===== config.mk =====
export PLATFORM = sky130hd
export DESIGN_NAME = lane_pack_serializer
export DESIGN_NICKNAME = d
export VERILOG_FILES = /design/src/rtl/lane_pack_serializer.sv
export SDC_FILE = /design/constraint.sdc
export NUM_CORES = 1
export LEC_CHECK = 0
export CAP_MARGIN = 20
export CORE_MARGIN = 1
export CORE_UTILIZATION = 48
export CTS_CLUSTER_SIZE = 40
export DETAILED_ROUTE_END_ITERATION = 8
export PLACE_DENSITY = 0.78
export SYNTH_ARGS = -nofsm -noshare
export SYNTH_HDL_FRONTEND = slang
export SYNTH_SLANG_ARGS = --single-unit
export TNS_END_PERCENT = 5

===== constraint.sdc =====
create_clock -name i_clk -period 1.6 [get_ports i_clk]
set_clock_uncertainty 0.05 [all_clocks]
set_input_delay 0.4 -clock i_clk [delete_from_list [all_inputs] [get_ports i_clk]]
set_output_delay 0.4 -clock i_clk [all_outputs]
set_load 0.03 [all_outputs]

===== src/rtl/lane_pack_serializer.sv =====
// Collects one frame of per-lane a/b bits, packs it as {b, a} and streams it
// out LSB-first in BEAT_W-bit beats over a valid/ready handshake.
module lane_pack_serializer #(
    parameter int LANES  = 8,
    parameter int BEAT_W = 4
) (
    input  logic              i_clk,
    input  logic              i_rst_n,
    input  logic              i_valid,
    input  logic [LANES-1:0]  i_a,
    input  logic [LANES-1:0]  i_b,
    output logic              o_ready,
    output logic              o_valid,
    output logic [BEAT_W-1:0] o_data,
    output logic              o_last,
    input  logic              i_ready,
    output logic [7:0]        o_drop_cnt
);

    // state  | meaning
    // S_IDLE | waiting for a frame, o_ready high
    // S_SEND | streaming beats of the captured word, new frames are dropped

    localparam int WORD_W  = 2 * LANES;
    localparam int BEATS   = WORD_W / BEAT_W;
    localparam int BEAT_CW = (BEATS > 1) ? $clog2(BEATS) : 1;
    localparam logic [BEAT_CW-1:0] LAST_BEAT = BEAT_CW'(BEATS - 1);

    generate
        if ((WORD_W % BEAT_W) != 0) begin : g_bad_cfg
            $error("lane_pack_serializer: 2*LANES must be a multiple of BEAT_W");
        end
    endgenerate

    typedef enum logic {S_IDLE, S_SEND} state_t;

    state_t              r_state;
    logic [WORD_W-1:0]   r_word;
    logic [BEAT_CW-1:0]  r_beat;
    logic [7:0]          r_drop_cnt;
    logic                r_valid;
    logic                r_last;
    logic [BEAT_CW-1:0]  w_beat_nxt;

    assign w_beat_nxt = r_beat + 1'b1;

    always_ff @(posedge i_clk or negedge i_rst_n) begin
        if (!i_rst_n) begin
            r_state    <= S_IDLE;
            r_word     <= '0;
            r_beat     <= '0;
            r_drop_cnt <= '0;
            r_valid    <= 1'b0;
            r_last     <= 1'b0;
        end else begin
            case (r_state)
                S_IDLE: begin
                    if (i_valid) begin
                        r_state <= S_SEND;
                        r_word  <= {i_b, i_a};
                        r_beat  <= '0;
                        r_valid <= 1'b1;
                        r_last  <= (BEATS == 1);
                    end
                end
                S_SEND: begin
                    if (i_valid && r_drop_cnt != 8'hFF) begin
                        r_drop_cnt <= r_drop_cnt + 8'd1;
                    end
                    if (i_ready) begin
                        if (r_beat == LAST_BEAT) begin
                            // Clear the word so o_data reads zero while idle.
                            r_state <= S_IDLE;
                            r_word  <= '0;
                            r_beat  <= '0;
                            r_valid <= 1'b0;
                            r_last  <= 1'b0;
                        end else begin
                            r_word <= r_word >> BEAT_W;
                            r_beat <= w_beat_nxt;
                            r_last <= (w_beat_nxt == LAST_BEAT);
                        end
                    end
                end
                default: r_state <= S_IDLE;
            endcase
        end
    end

    assign o_ready    = (r_state == S_IDLE);
    assign o_valid    = r_valid;
    assign o_last     = r_last;
    assign o_data     = r_word[BEAT_W-1:0];
    assign o_drop_cnt = r_drop_cnt;

endmodule


After elaboration in Yosys (flattened, before gate mapping)

Index checks and enable logic that the tools add are counted.
W data, S select, Z words.

Register bits: 29
Output and inout port bits: 15
Logic and storage cells: 39
Input bits: 20

$add $sub $neg: 2
Reductions and logical operators: 4
Mux-type cells: 20
Bitwise logic cells: 1
Equality and inequality tests: 6

Operators by type and width:

| cell                  | count |
|---|---|
| $mux W16              | 2 |
| $pmux W16 S2          | 1 |
| $mux W12              | 1 |
| $mux W1               | 9 |
| $add A8 B1 Y8 const B | 1 |
| $ne A8 B8 Y1 const B  | 1 |
| $mux W2               | 3 |
| $pmux W1 S2           | 3 |
| $eq A2 B2 Y1 const B  | 2 |
| $ne A2 B2 Y1 const B  | 2 |
| $pmux W2 S2           | 1 |
| $reduce_and A2 Y1     | 2 |
| $reduce_and A3 Y1     | 1 |
| $add A2 B1 Y2 const B | 1 |
| $ne A2 B1 Y1 const B  | 1 |
| $logic_and A1 B1 Y1   | 1 |
| $not A1 Y1            | 1 |

Longest topological paths before layout

Gate-level depths: netlist of the first run.

Depth in word-level cells: 5
Mapped depth: 5
Gate-level depth less buffers: 4

Worst setup path after synthesis of the first run

No wires, ideal clock.

Kind: register -> register
From: register r_drop_cnt[0] (netlist: o_drop_cnt[0])
To: register r_drop_cnt[1] (netlist: o_drop_cnt[1])
Setup time: 125 ps
Data arrival time: 1507 ps
Path slack: -82 ps
Buffers on the path: 0
Data required time: 1425 ps
Period minus slack after synthesis: 1682 ps
Cell stages (with the launch flop): 5
Path through: dfrtp_1 > ha_1 > nand4_1 > o21ai_1 > mux2_2

Cells in the longest elaborated chain, start to end: 3
Elaborated cells on any way between the ends: 4
Those cells by class: add/sub (1); eq/ne (1); reduce/logical (2)

RTL lines:

| what                                                  | RTL line | source |
|---|---|---|
| start: declaration                                    | 40       | `logic [7:0] r_drop_cnt;` |
| start signal: assignment                              | 68       | `r_drop_cnt <= r_drop_cnt + 8'd1;` |
| branches (longest 3 deep; another with $add A8 B1 Y8) | -        |  |

Parallel ways; which one is timed is not known.
A chain may end at the register's enable or synchronous reset.

Worst setup path after layout of the first run

From: register r_state
To: output port o_ready

Cells in the longest elaborated chain, start to end: 1

RTL lines:

| what                     | RTL line | source |
|---|---|---|
| start: declaration       | 37       | `state_t r_state;` |
| start signal: assignment | 49       | `r_state <= S_IDLE;` |
| start signal: assignment | 59       | `r_state <= S_SEND;` |
| start signal: assignment | 73       | `r_state <= S_IDLE;` |
| $not A1 Y1               | -        |  |
| end: declaration         | 12       | `output logic o_ready,` |

Every way passes these cells.

==> results of run 1 <==
==> what timing repair did <==
action | CTS | global route
gates resized for setup | 19 | 9
gates cloned | 0 | 0
endpoints found under the setup margin | 26 | 11
==> cell families (layout without fill, tap and decap cells) <==
logic type,after synthesis,in the layout
AO/OA/AOI/OAI,39,39
XOR/XNOR,1,1
adder cells (fa/ha/maj),3,3
buffers and inverters,14,62
flip-flops,29,29
multiplexers,10,10
AND/OR/NAND/NOR,41,41
==> worst max-delay path by stage <==
| stage | endpoint | slack [ps] | cells past startpoint |
|---|---|---|---|
| 6_report | o_ready | 20 | 3 |
| 5_1_grt | o_ready | -40 | 3 |
| 4_1_cts | o_drop_cnt[0] | 3 | 1 |
| 3_5_place_dp | r_beat[1] | -170 | 6 |
| 3_3_place_gp | o_drop_cnt[7] | -140 | 4 |
| 2_1_floorplan | o_drop_cnt[1] | 20 | 4 |
==> cell type report <==
type	count	area, um2
inverter	2	7.51
sequential	29	729
clock inverter	3	65.1
multi-input combinational	94	598
clock buffer	5	37.5
fill	196	796
tap	31	38.8
timing repair buffer	52	485
==> worst register-to-register path: cells and delay by family, from the launching register on <==
family / cells / cell delay (ps)
muxes: 1 / 360
and+or+nand+nor: 1 / 170
AOI/OAI and AO/OA: 1 / 230
adders and majority gates: 1 / 180
DFF: 1 / 400
==> power by group <==
group	total (mW)	leakage, nW	switching [mW]	internal (mW)
clock	0.745	0.0552	0.261	0.484
sequential	1.26	0.362	0.223	1.04
combinational	1.60	0.493	0.894	0.701
==> cell usage after synthesis <==
| cell | number | area, um2 |
|---|---|---|
| a21oi_1 | 5 | 25.0 |
| a22oi_1 | 12 | 90.1 |
| a31oi_1 | 1 | 6.26 |
| a32o_1 | 1 | 10.0 |
| and2_1 | 1 | 6.26 |
| and3_1 | 3 | 18.8 |
| and4_4 | 1 | 11.3 |
| buf_2 | 6 | 30.0 |
| buf_4 | 5 | 37.5 |
| clkbuf_1 | 1 | 3.75 |
| dfrtp_1 | 29 | 726 |
| ha_1 | 3 | 37.5 |
| inv_1 | 2 | 7.51 |
| mux2_1 | 1 | 11.3 |
| mux2_2 | 3 | 33.8 |
| mux2i_1 | 5 | 50.1 |
| mux2i_2 | 1 | 13.8 |
| nand2_1 | 22 | 82.6 |
| nand2b_1 | 2 | 12.5 |
| nand3_1 | 3 | 15.0 |
| nand4_1 | 4 | 25.0 |
| nor2_1 | 4 | 15.0 |
| nor2b_1 | 1 | 6.26 |
| o2111a_1 | 1 | 11.3 |
| o21ai_0 | 10 | 50.1 |
| o21ai_1 | 5 | 25.0 |
| o22ai_1 | 4 | 25.0 |
| xnor2_1 | 1 | 8.76 |
==> sequential cells by signal (all words and copies together) (netlist names) <==
signal,count
o_drop_cnt,8
o_last,1
o_valid,1
r_beat,2
r_state,1
r_word,16
==> routing by layer <==
metal  vias to the layer above  wire, um  track usage (%)
met3                         6       132             7.91
met5                         -         0                0
li1                        586         -                -
met4                         0        44             6.97
met2                        25      1450             34.3
met1                       572      1290             26.4
==> metrics by stage <==
stage	setup slack (ps)	utilization, %	total power, mW
final	20.1	71.1	3.60
after global routing	-36.0	71.1	3.85
after CTS	2.68	71.1	3.61
after detailed placement	-167	67.5	2.94
after global placement	-136	67.5	2.87
after floorplan	23.5	-	2.29
==> out/qor.yml, run 1 <==
timing:
  tightest_slew_ps: 312
  worst_slew_margin_rel_pct: 79.3
  setup_viol: 0
  rsz0062_at_grt: "true"
  period_minus_slack_ps: 1580
  whs_ps: 363
  fin_crit_sh_pct: 98.7
  setup_tns_ps: 0
  drv_slew: 0
  report.final.hold_viol_count: 0
  max_freq_mhz: 633
yosys:
  synthAdderAreaFrac_pct: 2.69
  synth_compound_area_share_pct: 17.4
  syn_inst: 137
  synth_nets: 160
  synth-xor-area-share_pct: 0.628
  synth-simple-area-share_pct: 13.8
  synth.distinct_cells: 28
  synth.area.mux_share_pct: 7.80
  ys_ff_latch: 29
  synth_top_family_by_area: "compound AO/OA/AOI/OAI gates"
  syn_area_um2: 1400
  syn_avg_cell_area_um2: 10.2
  ys_seq_area_share_pct: 52.0
  synth_warnings: 0
route:
  drtPass1Iterations: 4
  drc: 0
  drt-initial-drc-count: 25
  routedWlPerCell_um: 13.5
  routed_wl_um: 2920
  viasPerCell: 5.50
  vias: 1189
  final_antenna_net_count: 0
critical_path:
  critPathKind: "reg -> out"
  rr_worst_depth: 4
  crit_family: "flip-flops"
  end_kind: "output port"
  crit_path_start: "r_state"
  crit_path_max_incr_delay_ps: 470
  crit_fanout: 12
  startpoint_type: "flop"
  slowest_stage: "dfrtp_2"
  regToRegSetupSlack_ps: 110
  cp.arrival_ps: 1130
  crit_buf_inv: 3
  r2r_start: "o_drop_cnt[0]"
  path_cells: "buf_6 > inv_2 > buf_6"
  crit_required_ps: 1150
  cp_common_cell: "buf_6"
  r2r_end: "o_drop_cnt[1]"
place:
  placed_area_um2: 1860
  gp_congestion: 0.821
  placed_cells: 208
  io_buffers: 34
  dpl.hpwl_um: 2150
floorplan:
  io_pins: 35
  die_w_um: 55.9
  dieHeight_um: 55.9
  row_count: 19
  start_util_pct: 50.6
  core_area_um2: 2760
  dieArea_um2: 3130
clock_network:
  cts_tree: "built"
  h-tree-depth: 2
  clk_pin_slew_ps: 90
  cts_num_sinks: 29
  cts_setup_buffers: 0
  cts.path.max_buffers: 2
  cts_root_buffer: "clkbuf_4"
  hold_buffers: 0
  numCtsBuffers: 5
  clk_latency_ps: 330
finish:
  final_layout_size_suffix_gt1_share_pct: 21.6
  finalNetCount: 207
  final_cell_mix: "dfrtp_1 (26), nand2_1 (22), clkdlybuf4s50_1 (19), buf_4 (16), a22oi_1 (12)"
  fin_cells: 216
  num_antenna_cells: 0
  stdcell_area_um2: 1960
  final_common_cell: "dfrtp_1"
  area_delta_synth_final_pct: 40.6
power_and_ir_drop:
  powerDensity_nw_per_um2: 1840
  p_leak_nw: 0.910
  ir_drop_mv: 1.41
grt:
  track_usage_pct: 21.2
  grt_pass1_vias: 1100
  grt_max_degree: 30
  antenna_found_initial: 0
  grt_first_pass_wirelength_um: 4930
  grt.overflow.total: 0
worst_hold_path:
  hold_class: "in -> async"
flow_run:
  cap_viol_max_count: 0
run_status:
  status: "finished clean"
(Power assumes the default switching activity.)
==> inputs of run 2 (changes only) <==
--- a/config.mk
+++ b/config.mk
@@ -6,6 +6,7 @@
 export NUM_CORES = 1
 export LEC_CHECK = 0
 export CAP_MARGIN = 20
+export CORE_ASPECT_RATIO = 1.25
 export CORE_MARGIN = 1
 export CORE_UTILIZATION = 48
 export CTS_CLUSTER_SIZE = 40
==> out/qor.yml, run 2 (same netlist as run 1, synthesis figures left out) <==
run_status:
  status: "finished clean"
place:
  placed_area_um2: 1850  # -0.34%
  io_buffers: 34  # unchanged
  dpl.hpwl_um: 2060  # -4.1%
  post-place-ws_ps: -174  # -7.58 ps
  gp_congestion: 0.807  # -1.6%
route:
  routed_wl_um: 2800  # -4.2%
  viasPerCell: 5.35  # -2.9%
  routedWlPerCell_um: 12.9  # -4.6%
  drc: 0  # unchanged
  final_antenna_net_count: 0  # unchanged
  vias: 1160  # -2.4%
  drt-initial-drc-count: 16  # -36%
  drtPass1Iterations: 3  # -1
critical_path:
  path_cells: "dlygate4sd2_1"
  crit_buf_inv: 1  # -2
  critPathKind: "reg -> out"
  crit_family: "buffers and inverters"
  crit_fanout: 4  # -8
  crit_path_start: "o_drop_cnt[1]"
  cp.arrival_ps: 1100  # -30 ps
  r2r_start: "o_drop_cnt[0]"
  crit_required_ps: 1150  # about the same
  end_kind: "output port"
  startpoint_type: "flop"
  crit_path_max_incr_delay_ps: 400  # -70 ps
  slowest_stage: "dlygate4sd2_1"
worst_hold_path:
  hold_class: "in -> async"
timing:
  period_minus_slack_ps: 1550  # -28.4 ps
  max_freq_mhz: 645  # +1.8%
  report.final.hold_viol_count: 0  # unchanged
  rsz0062_at_grt: "false"
  drv_slew: 0  # unchanged
  fin_ws_ps: 48.5  # +28.4 ps
  setup_viol: 0  # unchanged
  fin_crit_sh_pct: 97.0  # -1.8 points
  worst_slew_margin_rel_pct: 79.8  # +0.48 points
  tightest_slew_ps: 304  # -7.23 ps
clock_network:
  h-tree-depth: 2  # unchanged
  cts_num_sinks: 29  # unchanged
  clk_latency_ps: 320  # about the same
  cts_tree: "built"
  cts_root_buffer: "clkbuf_4"
  cts_setup_buffers: 0  # unchanged
  numCtsBuffers: 5  # unchanged
  clk_pin_slew_ps: 90  # about the same
  cts.path.max_buffers: 2  # unchanged
floorplan:
  io_pins: 35  # unchanged
  die_w_um: 50.2  # -10%
  core_area_um2: 2730  # -0.91%
  row_count: 21  # +2
  dieArea_um2: 3130  # about the same
  start_util_pct: 51.1  # +0.46 points
  dieHeight_um: 62.3  # +11%
finish:
  largest_reg_flops: 16  # unchanged
  final_cell_mix: "dfrtp_1 (27), nand2_1 (22), clkdlybuf4s50_1 (19), buf_4 (14)"
  register_area_um2: 728  # -0.17%
  final_common_cell: "dfrtp_1"
  area_delta_synth_final_pct: 35.2
  stdcell_area_um2: 1890  # -3.8%
  largest_register: "r_word"
  n_fill_cell: 225  # +15%
  final_layout_size_suffix_gt1_share_pct: 18.6  # -3.0 points
  finalNetCount: 205  # -0.97%
  num_antenna_cells: 0  # unchanged
  multiInputGateArea_um2: 597  # -0.21%
grt:
  antenna_found_initial: 0  # unchanged
  grt_max_degree: 30  # unchanged
  grt.overflow.total: 0  # unchanged
  grt_first_pass_wirelength_um: 4730  # -4.2%
  grt_pass1_vias: 1122  # +2.0%
  track_usage_pct: 20.3  # -0.87 points
power_and_ir_drop:
  p_leak_nw: 0.879  # -3.4%
  ir_drop_mv: 1.30  # -7.4%
  p_total_mw: 3.21  # -11%
  powerDensity_nw_per_um2: 1700  # -7.3%
flow_run:
  cap_viol_max_count: 0  # unchanged
run 2: changes by cell type in the layout (fill, tap and decap cells not counted), moves of 2 or more:
cell,delta
dlygate4sd2_1,+6
clkdlybuf4s15_1,-4
buf_4,-2
buf_6,-2
bufinv_16,-2
run 2: metrics by stage:
stage,instances,hold slack (ps),util [%],TNS (ps)
finish,217,379,69.0,0
global route,217,393,69.0,0
global placement,209,412,67.9,-1860
floorplan,137,54.4,-,0
detailed placement,209,420,67.9,-2460
CTS,217,369,69.1,0
run 2: timing repair:
item                                    CTS  global route
hold buffers                              0             0
endpoints found under the setup margin   15             4
resized for setup                        17             5
hold endpoints to repair                  0             0
run 2: worst paths after layout:
check / endpoint / slack, ps / depth (start not counted)
max: o_drop_cnt[1] / 50 / 1
min: r_word[3] / 380 / 2
max reg2reg: o_drop_cnt[1] / 110 / 4
min reg2reg: r_word[2] / 430 / 2
max in group asynchronous: o_drop_cnt[1] / 950 / 2
min in group i_clk: r_word[2] / 430 / 2
run 2: power breakdown:
group          internal, mW  total (mW)  switching, mW  leakage, nW
clock network         0.167       0.411          0.244       0.0320
logic                 0.664        1.57          0.904        0.484
registers              1.04        1.23          0.193        0.363
run 2: area by class of cell:
class,count,area share [%]
clock buffers,6,2.19
inverters,2,0.398
repair buffers,50,24.4
well taps,34,2.25
multi-input cells,94,31.6
clock inverters,2,0.531
flip-flops and latches,29,38.6
run 2: routing by layer:
layer	up-vias	global-route usage (%)	share of wire, %
met1	548	24.8	44
met4	0	11.4	2.5
li1	580	-	-
met3	7	5.15	4.1
met2	25	32.0	49
met5	-	0	0
==> patch: new RTL, flow settings as in run 2 <==
Reset style: synchronous (`i_rst_n`), changed in one clocked block.
--- a/src/rtl/lane_pack_serializer.sv
+++ b/src/rtl/lane_pack_serializer.sv
@@ -46,3 +46,3 @@
 
-    always_ff @(posedge i_clk or negedge i_rst_n) begin
+    always_ff @(posedge i_clk) begin
         if (!i_rst_n) begin
Formal check against the unedited RTL: differs if i_rst_n is asserted again (counterexample within 4 cycles, from zero or initial values and one cycle with i_rst_n low); with i_rst_n held inactive, the same outputs for 10 cycles.
==> patch against run 2 <==
The run now ends with negative setup slack left. Non-clock buffer count down 3. Sequential cell count stayed put. Final area fell by 6.8%. Wire length grew 8.5%. Synthesized area shrank 9.4%. Die area decreased by 9.1%. Setup slack lost 0.076 ns. Global-route usage increased by 4.1 points. Critical endpoint is now o_drop_cnt[4].
Power is not compared: it rests on default switching activity, and its combinational part moved more than twofold at a synthesized area within 25%.
==> patch: results (changes against run 2) <==
timing:
  fin_ws_ns: -0.02775  # -0.07621 ns
  setup_viol: 2  # +2
  tightest_slew_ns: 0.5851  # +0.2808 ns
grt:
  grt_antenna_before_repair: 0  # unchanged
  grt_pass1_vias: 1175  # +4.7%
  grt_use_total_pct: 24.43  # +4.1 points
  grt_pass1_wl_um: 4892  # +3.5%
  grt_util_met3_pct: 8.537  # +3.4 points
  grt_overflow: 0  # unchanged
  grt_max_degree: 16  # -47%
  use_met1_pct: 30.21  # +5.5 points
  grtUsageMet2_pct: 38.42  # +6.4 points
placement:
  gp_congestion: 0.7704  # -4.5%
  dpl_cell_area_um2: 1715  # -7.5%
  pre_cts_ws_ns: -0.3677  # -0.1932 ns
  hpwl_um: 2220  # +7.7%
  port_buffers: 34  # unchanged
critical_path:
  crit_arrival_ns: 1.78  # +0.68 ns
  r2r-start: "o_drop_cnt[1]"
  startpoint_type: "register"
  critical_path_peak_fanout: 4  # unchanged
final_layout:
  nNetsFinal: 218  # +6.3%
  drive_above_1_share_pct: 17.44  # -1.1 points
  largest_reg_flops: 16  # unchanged
  regMostFlops: "r_word"
  nFillCells: 216  # -4.0%
  diodes: 0  # unchanged
  fin_cells: 228  # +5.1%
worst_hold_path:
  worstHoldPathType: "register to register"
  worstHoldStart: "r_word[7]"
clock_tree:
  path_clk_slew_ns: 0.09  # about the same
  cts_hold_buf: 0  # unchanged
  worstSkewPairLatency_ns: 0.33
  cts_buffers: 5  # unchanged
  clock_path_buffers: 2  # unchanged
synthesis:
  synth_area_leader_cell: "dfxtp_1"
  netlist_top_cells_area: "dfxtp_1 46%, o21ai_0 11%, a21oi_1 7.1%, nand2_1 4.8%, nor2_1 4.5%"
  synth_nets: 175  # +9.4%
  synthArstFlopShare_pct: 0  # -100 points
  synth.avg_cell_area_um2: 8.314  # -18%
  ys_types: 28  # unchanged
  synth_common_cells: "29 x dfxtp_1, 27 x o21ai_0, 18 x a21oi_1, 16 x nand2_1, 15 x nor2_1"
  seq_area_frac_synth_pct: 45.94  # -6.1 points
power:
  leakage_nw: 0.6963
  internal_power_w: 0.001092
outcome:
  violations: "negative setup slack"
  status: "finished, violations left"
routing:
  firstDrtPassIters: 4  # +1
  drt_iter0_markers: 44  # +28
  totalWireLength_um: 3039  # +8.5%
  vias_per_cell: 5.531  # +3.5%
[patch: cell types whose count changed after synthesis, sizes merged, moves of 3 or more]
cell	delta
mux2i	-5
inv	+3
a22oi	-8
dfrtp	-29
o22ai	-4
o21ai	+12
clkbuf	+5
nand2	-5
mux2	-4
nand4	-4
nor2	+11
dfxtp	+29
buf	-6
a21oi	+13
[patch: worst paths after layout]
| kind | end | cells past startpoint |
|---|---|---|
| max | o_drop_cnt[4] | 5 |
| min | r_word[3] | 2 |
| max reg2reg | o_drop_cnt[4] | 5 |
| min reg2reg | r_word[3] | 2 |
[patch: per-stage QoR]
stage | TNS [ns] | util [%] | hold WS [ns]
2_1_floorplan | -0.01866 | - | 0.3763
3_3_place_gp | -2.520 | 69.95 | 0.3878
3_5_place_dp | -3.519 | 69.95 | 0.3924
4_1_cts | -0.04265 | 71.53 | 0.4059
5_1_grt | -0.2359 | 71.73 | 0.4218
6_report | -0.04973 | 71.73 | 0.4041
[patch: area by class of cell]
cell class              count  area [um^2]  share of cell area (%)
inverters                   5        18.77                   1.067
clock buffers               7        55.05                   3.129
multi-input cells         107        630.6                   35.85
repair buffers             47        425.4                   24.18
well taps                  33        41.29                   2.347
flip-flops and latches     29        588.1                   33.43
[patch: cell families after synthesis]
kind of cell	after synthesis	share of synthesized area (%)
AND/OR/NAND/NOR	42	15.74
multiplexers	1	0.7921
adder cells (fa/ha/maj)	3	2.971
AO/OA/AOI/OAI	57	25.54
flip-flops	29	45.94
XOR/XNOR	4	2.773
buffers and inverters	16	6.238
[patch: critical path, stage by stage (launching register included)]
cell and delay, ns:
dfxtp_4 0.38, ha_4 0.14, nand2_1 0.09, a2111oi_1 0.59, xnor2_1 0.20, nor2_1 0.06
[patch: what timing repair did]
action | in CTS | in global routing
pin swaps | 1 | 0
cloned | 0 | 0
resized for setup | 19 | 12
buffers inserted | 0 | 0
hold endpoints to repair | 0 | 0
endpoints found under the setup margin | 19 | 9
[patch: power groups by stage]
| stage | sequential, W | combinational [W] | clock, W |
|---|---|---|---|
| floorplan | 0.000805 | 0.000137 | 0 |
| global placement | 0.000799 | 0.000259 | 0 |
| detailed placement | 0.000800 | 0.000268 | 0 |
| CTS | 0.000784 | 0.000257 | 0.000459 |
| global route | 0.000789 | 0.000281 | 0.000495 |
| finish | 0.000784 | 0.000258 | 0.000451 |
[patch: layer usage]
metal	part of all wire, %	up-vias
met5	0	-
met4	1.6	0
met3	5.5	8
met2	50	51
met1	43	584
li1	-	618
